==> config.mk <==
export PLATFORM = sky130hd
export DESIGN_NAME = ins_fetch_ctrl
export DESIGN_NICKNAME = d
export VERILOG_FILES = /design/src/rtl/ins_fetch_ctrl.sv
export SDC_FILE = /design/constraint.sdc
export NUM_CORES = 1
export LEC_CHECK = 0
export CAP_MARGIN = 5
export CORE_MARGIN = 4
export CORE_UTILIZATION = 50
export CTS_BUF_LIST = sky130_fd_sc_hd__clkbuf_8 sky130_fd_sc_hd__clkbuf_16
export DETAILED_ROUTE_END_ITERATION = 12
export PLACE_DENSITY_LB_ADDON = 0.3
export SLEW_MARGIN = 25
export SYNTH_ARGS = -nofsm -noshare
export SYNTH_HDL_FRONTEND = slang
export SYNTH_SLANG_ARGS = --single-unit
==> constraint.sdc <==
create_clock -name clk -period 7.2 [get_ports clk]
set_input_delay 1.44 -clock clk [delete_from_list [all_inputs] [get_ports clk]]
set_output_delay 1.44 -clock clk [all_outputs]
set_load 0.005 [all_outputs]
==> src/rtl/ins_fetch_ctrl.sv <==
// Fetch/control-flow stage: captures the ROM word into the instruction register,
// resolves jumps, calls, returns and hardware loops, and steers the PC.
module ins_fetch_ctrl #(
  parameter int ADDR_W      = 10,
  parameter int INS_W       = 16,
  parameter int STACK_DEPTH = 4
) (
  input  logic              clk,
  input  logic              rst,
  input  logic [ADDR_W-1:0] addr_ins,
  input  logic [INS_W-1:0]  ins_data,
  input  logic              zero_flag,
  input  logic              stall,
  output logic [INS_W-1:0]  ir,
  output logic              ir_valid,
  output logic              pc_load,
  output logic [ADDR_W-1:0] jump_ins,
  output logic              stack_err
);

  localparam int IDX_W = (STACK_DEPTH > 1) ? $clog2(STACK_DEPTH) : 1;
  localparam int SP_W  = $clog2(STACK_DEPTH) + 1;
  localparam logic [SP_W-1:0] SP_FULL = SP_W'(STACK_DEPTH);

  localparam logic [0:0] S_RUN  = 1'b0;
  localparam logic [0:0] S_HALT = 1'b1;

  localparam logic [3:0] OP_HALT = 4'h0;
  localparam logic [3:0] OP_LDC  = 4'hA;
  localparam logic [3:0] OP_LOOP = 4'hB;
  localparam logic [3:0] OP_JMP  = 4'hC;
  localparam logic [3:0] OP_JZ   = 4'hD;
  localparam logic [3:0] OP_CALL = 4'hE;
  localparam logic [3:0] OP_RET  = 4'hF;

  logic [0:0]        state;
  logic [SP_W-1:0]   sp;
  logic [7:0]        count;
  logic [ADDR_W-1:0] stack_mem [STACK_DEPTH];

  logic [3:0]        opcode;
  logic [ADDR_W-1:0] target;
  logic [ADDR_W-1:0] ret_addr;
  logic [ADDR_W-1:0] top;
  logic [SP_W-1:0]   sp_dec;
  logic              stack_full;
  logic              stack_empty;
  logic              decode_en;

  logic              taken;
  logic [ADDR_W-1:0] dest;
  logic              push;
  logic              pop;
  logic              err_set;
  logic              ldc;
  logic              cnt_dec;

  assign opcode      = ins_data[15:12];
  assign target      = ADDR_W'(ins_data[9:0]);
  assign ret_addr    = addr_ins + ADDR_W'(1);
  assign sp_dec      = sp - 1'b1;
  assign top         = stack_mem[sp_dec[IDX_W-1:0]];
  assign stack_full  = (sp == SP_FULL);
  assign stack_empty = (sp == '0);
  assign decode_en   = (state == S_RUN) && !stall && !rst;

  always_comb begin
    taken   = 1'b0;
    dest    = target;
    push    = 1'b0;
    pop     = 1'b0;
    err_set = 1'b0;
    ldc     = 1'b0;
    cnt_dec = 1'b0;
    case (opcode)
      OP_JMP:  taken = 1'b1;
      OP_JZ:   taken = zero_flag;
      OP_CALL: begin
        // A call on a full stack still jumps; only the return address is lost.
        taken = 1'b1;
        if (stack_full) err_set = 1'b1;
        else            push    = 1'b1;
      end
      OP_RET: begin
        if (stack_empty) begin
          err_set = 1'b1;
        end else begin
          taken = 1'b1;
          pop   = 1'b1;
          dest  = top;
        end
      end
      OP_LOOP: begin
        if (count != 8'd0) begin
          taken   = 1'b1;
          cnt_dec = 1'b1;
        end
      end
      OP_LDC:  ldc = 1'b1;
      default: ;
    endcase
  end

  always_ff @(posedge clk) begin
    if (decode_en && push) stack_mem[sp[IDX_W-1:0]] <= ret_addr;
  end

  always_ff @(posedge clk) begin
    if (rst) begin
      state     <= S_RUN;
      ir        <= '0;
      ir_valid  <= 1'b0;
      pc_load   <= 1'b0;
      jump_ins  <= '0;
      sp        <= '0;
      count     <= '0;
      stack_err <= 1'b0;
    end else if (state == S_HALT) begin
      pc_load  <= 1'b1;
      ir_valid <= 1'b0;
    end else if (stall) begin
      // Reload the current address so the PC holds until the stall lifts.
      pc_load  <= 1'b1;
      jump_ins <= addr_ins;
      ir_valid <= 1'b0;
    end else begin
      ir       <= ins_data;
      ir_valid <= 1'b1;
      if (opcode == OP_HALT) begin
        state    <= S_HALT;
        pc_load  <= 1'b1;
        jump_ins <= addr_ins;
      end else begin
        pc_load <= taken;
        if (taken) jump_ins <= dest;
      end
      if (push)      sp <= sp + 1'b1;
      else if (pop)  sp <= sp_dec;
      if (err_set)   stack_err <= 1'b1;
      if (ldc)          count <= ins_data[7:0];
      else if (cnt_dec) count <= count - 1'b1;
    end
  end

endmodule

==> impl_metrics.py, run 1 <==
metrics = {
    "min_path": {
        "hp-class": "register to register",
    },
    "critical_path": {
        "rrSetupSlack_ps": 4160,
        "worstSetupPathType": "input port to register",
        "worst_setup_path_start_kind": "input port",
        "crit_chain": "clkdlybuf4s50_1, or3_1, a21o_1, a31oi_4, o21ai_2, o32ai_2",
        "crit_family": "compound AO/OA/AOI/OAI gates",
        "endpoint_kind": "register",
        "crit_arrival_ps": 3750,
        "slowest_delay_ps": 650,
        "crit_fanout": 20,
        "cp.buffers_inverters": 1,
        "cpMaxStageDelayCell": "a31oi_4",
        "worstPathRequired_ps": 7470,
    },
    "cts": {
        "clockRootBuffer": "clkbuf_8",
        "clk_path_buf_depth": 2,
        "cts.sinks": 81,
        "cts_buffers": 9,
        "cts_resized": 0,
        "clkTransAtPathRegs_ps": 90,
        "insertion_delay_ps": 360,
        "cts_tree": "built",
        "cts_hold_buf": 0,
        "h-tree-depth": 3,
        "cts_setup_buffers": 0,
    },
    "synth": {
        "syn-num-nets": 380,
        "synthCells": 342,
        "yosysSeqAreaShare_pct": 52.66,
        "synth.distinct_cells": 48,
        "ys_ff_latch": 81,
        "ys.flop_type": "dfxtp_1",
        "postSynthAreaPerCell_um2": 11.23,
        "synth_edf_count": 40,
        "synthArstFlopShare_pct": 0,
        "yosys_warnings": 0,
        "syn_area_um2": 3840,
    },
    "finish": {
        "diodes": 0,
        "drive_gt1_share_pct": 14.82,
        "fin_cells": 497,
        "fin_nets": 431,
        "syn_to_final_growth_pct": 20.59,
        "layout_common_cells": "58 x clkdlybuf4s50_1, 50 x nand2_1, 41 x dfxtp_1",
        "final_common_cell": "clkdlybuf4s50_1",
    },
    "sta": {
        "rsz0062_at_grt": "false",
        "worst_pin_slew_ps": 892.7,
        "hold_ws_ps": 455.4,
        "layout_min_cycle_time_ps": 3476,
        "fin_worst_skew_ps": 12.01,
        "clock.fmax_mhz": 287.7,
        "period_share_pct": 48.27,
        "maxSlewHeadroom_pct": 40.41,
        "finalMaxSlewViolations": 0,
        "tns_ps": 0,
        "hold_violations": 0,
        "setup_viol": 0,
    },
    "floorplan": {
        "num_rows": 31,
        "die_h_um": 95.64,
        "start_util_pct": 52.11,
        "io_pins": 59,
        "die_x_um": 95.64,
        "design.core.area_um2": 7370,
        "dieArea_um2": 9146,
    },
    "placed_design": {
        "place_congestion": 0.8265,
        "hpwlAfterDp_um": 5994,
        "place_inst": 481,
        "numPortBuffers": 58,
    },
    "global_routing": {
        "grt_use_total_pct": 20.06,
        "grt_max_degree": 43,
        "overflow": 0,
        "grt_pass1_vias": 2766,
        "grt_pass1_wl_um": 13760,
        "antenna_found_initial": 0,
    },
    "pwr": {
        "p_comb_share_pct": 13.4,
        "powerDensity_nw_per_um2": 204.3,
        "clkPwrFrac_pct": 33.1,
        "ir_drop_v": 0.0001461,
        "p_sw_share_pct": 26.07,
        "seqPwrFrac_pct": 53.6,
        "p_leak_nw": 1.568,
        "p_sw_w": 0.0002467,
        "p_int_w": 0.0006994,
    },
    "routing": {
        "highest_layer": "met4",
        "drt-pass1-iter-count": 5,
        "num_vias": 2778,
        "met2WireLength_um": 4281,
        "drc": 0,
        "viasPerCell": 5.590,
        "wl_per_cell_um": 17.38,
        "ant_nets": 0,
        "met3_wirelength_um": 456,
        "met1_length_um": 3728,
        "first_iter_violations": 183,
        "routed_wl_um": 8639,
    },
    "outcome": {
        "run_status": "completed",
    },
    "run": {
        "maxCapViolCount": 0,
    },
}
[path summary, 6_finish.rpt]
path / from / to / cells after the start
min: ir[15]$_SDFFE_PP0P_ / ir[15]$_SDFFE_PP0P_ / 2
max: ins_data[12] / jump_ins[6]$_SDFFE_PP0P_ / 6
max reg2reg: sp[0]$_SDFFE_PP0P_ / stack_mem[3][2]$_DFFE_PP_ / 6
min reg2reg: ir[15]$_SDFFE_PP0P_ / ir[15]$_SDFFE_PP0P_ / 2
[kinds of logic (layout without fill, tap and decap cells)]
kind of cell / after synthesis / in the layout / synth area share [%]
AOI/OAI and AO/OA: 79 / 79 / 15.54
DFF: 81 / 81 / 52.66
muxes: 20 / 20 / 8.798
buffers and inverters: 30 / 86 / 4.040
xor gates and xnor gates: 11 / 11 / 2.509
adders and majority gates: 8 / 8 / 2.607
and+or+nand+nor: 113 / 113 / 13.85
[cells in the mapped netlist, drive strengths merged, types with 5 or more instances]
cell	count	area share [%]
nor2	20	2.0
nand3	14	2.0
buf	8	1.9
and2	5	0.81
nand2	50	4.9
a21oi	34	4.4
clkbuf	13	1.3
o21ai	20	3.4
edfxtp	40	31
dfxtp	41	21
ha	8	2.6
o32ai	9	3.6
mux2	10	2.9
mux4	10	5.9
inv	8	0.78
a21o	7	1.4
xnor2	8	1.8
[per-layer routing]
layer  track usage [%]  up-vias
met3             4.341       17
li1                  -     1341
met5                 0        -
met4             8.057        0
met1             24.94     1337
met2             33.87       83
[power groups by stage]
stage | combinational [W] | clock, W | sequential, W
5_1_grt | 0.000138 | 0.000337 | 0.000509
3_5_place_dp | 0.000126 | 0 | 0.000517
6_report | 0.000126 | 0.000313 | 0.000507
4_1_cts | 0.000127 | 0.000317 | 0.000507
3_3_place_gp | 0.000123 | 0 | 0.000518
2_1_floorplan | 0.0000692 | 0 | 0.000516
[layout make-up]
| cell class | count | area, um2 |
|---|---|---|
| fill | 570 | 2739 |
| tap | 99 | 123.9 |
| sequential | 81 | 2022 |
| multi-input combinational | 231 | 1663 |
| timing repair buffer | 61 | 603.1 |
| inverter | 9 | 33.78 |
| clock inverter | 6 | 47.55 |
| clock buffer | 10 | 137.6 |
[metrics by stage]
stage	power [W]	setup WS, ps	area, um2	util, %
final	0.0009461	3724	4631	62.84
after CTS	0.0009512	3711	4631	62.84
after global routing	0.0009841	3574	4631	62.84
after floorplan	0.0005850	4355	3840	-
after global placement	0.0006405	3445	4446	60.32
after detailed placement	0.0006438	3354	4446	60.32
[registers in the layout (all words and copies together) (netlist names)]
name,cells
stack_mem,40
jump_ins,10
sp,3
count,8
pc_load,1
state,1
stack_err,1
ir,16
ir_valid,1
[worst reg2reg max path, cell delays in order, from the launching register on]
cell and delay, ps:
dfxtp_1 910, inv_1 200, ha_1 310, a21oi_1 230, nand2_1 140, nor3_1 330
and2_1 550
Note: power is estimated with default switching activity, not from simulation.
==> run 2: changes to the inputs <==
clock period = 3.22 ns   (was 7.2 ns; I/O delays follow)
==> impl_metrics.py, run 2 (synthesis gave the netlist of run 1 again) <==
metrics = {
    "critical_path": {
        "crit_fanout": 16,
        "worst_setup_path_start_kind": "input port",
        "worstPathRequired_ps": 3420,
        "endpoint_kind": "register",
        "rrSetupSlack_ps": 860,
        "worstSetupPathType": "input port to register",
        "crit_arrival_ps": 2670,
    },
    "pwr": {
        "clkPwrFrac_pct": 32.5,
        "p_sw_share_pct": 24.06,
        "total_power_w": 0.002105,
        "p_comb_share_pct": 13.9,
        "p_sw_w": 0.0005065,
        "seqPwrFrac_pct": 53.6,
        "ir_drop_v": 0.0003124,
        "powerDensity_nw_per_um2": 449.7,
        "p_int_w": 0.001599,
        "p_leak_nw": 1.614,
    },
    "cts": {
        "cts_resized": 0,
        "insertion_delay_ps": 340,
        "cts_tree": "built",
        "cts.sinks": 81,
        "cts_hold_buf": 0,
        "clockRootBuffer": "clkbuf_8",
        "clk_path_buf_depth": 2,
        "clkTransAtPathRegs_ps": 80,
        "cts_buffers": 9,
        "h-tree-depth": 3,
        "cts_setup_buffers": 0,
    },
    "routing": {
        "num_vias": 2801,
        "drt-pass1-iter-count": 4,
        "wl_per_cell_um": 16.93,
        "viasPerCell": 5.558,
        "routed_wl_um": 8534,
        "first_iter_violations": 178,
        "drc": 0,
        "ant_nets": 0,
    },
    "sta": {
        "fin_worst_skew_ps": 10.02,
        "period_share_pct": 76.72,
        "hold_violations": 0,
        "setup_viol": 0,
        "clock.fmax_mhz": 404.8,
        "rsz0062_at_grt": "false",
        "worst_pin_slew_ps": 664.6,
        "layout_min_cycle_time_ps": 2470,
        "hold_ws_ps": 455.3,
        "finalMaxSlewViolations": 0,
        "tns_ps": 0,
        "maxSlewHeadroom_pct": 55.69,
    },
    "outcome": {
        "run_status": "completed",
    },
    "global_routing": {
        "grt_pass1_vias": 2659,
        "grt_use_total_pct": 19.88,
        "grt_max_degree": 42,
        "grt_pass1_wl_um": 13770,
        "overflow": 0,
        "antenna_found_initial": 0,
    },
    "floorplan": {
        "num_rows": 31,
        "start_util_pct": 52.11,
        "dieArea_um2": 9146,
        "die_h_um": 95.64,
        "design.core.area_um2": 7370,
        "die_x_um": 95.64,
        "io_pins": 59,
    },
    "finish": {
        "final_common_cell": "clkdlybuf4s50_1",
        "nFillCells": 602,
        "diodes": 0,
        "final_util_pct": 63.53,
        "drive_gt1_share_pct": 15.56,
        "layout_common_cells": "58 x clkdlybuf4s50_1, 50 x nand2_1, 41 x dfxtp_1",
        "syn_to_final_growth_pct": 21.93,
        "fin_cells": 504,
        "fin_nets": 438,
        "largest_reg_flops": 40,
    },
    "run": {
        "maxCapViolCount": 0,
    },
    "placed_design": {
        "numPortBuffers": 58,
        "hpwlAfterDp_um": 6096,
        "place_inst": 488,
        "place_congestion": 0.7884,
    },
    "min_path": {
        "hp-class": "register to register",
    },
}
## run 2: per-stage QoR
| stage | setup slack [ps] | area (um2) |
|---|---|---|
| 4_1_cts | 769.5 | 4682 |
| 3_3_place_gp | 461.7 | 4498 |
| 5_1_grt | 603.1 | 4682 |
| 6_report | 749.6 | 4682 |
| 2_1_floorplan | 888.9 | 3840 |
| 3_5_place_dp | 422.1 | 4498 |
## run 2: path summary, 6_finish.rpt
| path | startpoint | to | cells after the start |
|---|---|---|---|
| setup / recovery | ins_data[15] | jump_ins[1]$_SDFFE_PP0P_ | 6 |
| hold / removal | ir[11]$_SDFFE_PP0P_ | ir[11]$_SDFFE_PP0P_ | 2 |
| setup reg to reg | sp[1]$_SDFFE_PP0P_ | stack_mem[0][9]$_DFFE_PP_ | 6 |
| hold reg to reg | ir[11]$_SDFFE_PP0P_ | ir[11]$_SDFFE_PP0P_ | 2 |
## run 2: layout make-up
cell class                      count  area (um2)  area share [%]
Clock inverter                      5       21.27          0.4543
Timing Repair Buffer               68       655.6           14.00
Tap cell                           99       123.9           2.646
Clock buffer                       11       162.7           3.474
Sequential cell                    81        2022           43.19
Inverter                            9       33.78          0.7215
Multi-Input combinational cell    231        1663           35.52
## run 2: power groups by stage
stage / Sequential [W] / Clock [W] / Combinational [W]
finish: 0.00113 / 0.000684 / 0.000292
global route: 0.00113 / 0.000741 / 0.000321
CTS: 0.00113 / 0.000697 / 0.000295
detailed placement: 0.00115 / 0 / 0.000294
global placement: 0.00115 / 0 / 0.000287
floorplan: 0.00115 / 0 / 0.000155
## run 2: routing by layer
metal	routed length [um]	track usage, %
met1	3889	27.19
met2	4167	32.43
met3	385	3.552
met4	91	5.687
met5	0	0
## run 2: critical path, cell delays in order
cell             delay (ps)
clkdlybuf4s50_1         500
or3_1                   400
a21o_1                  210
a31oi_4                 580
buf_4                   250
o32ai_2                  70
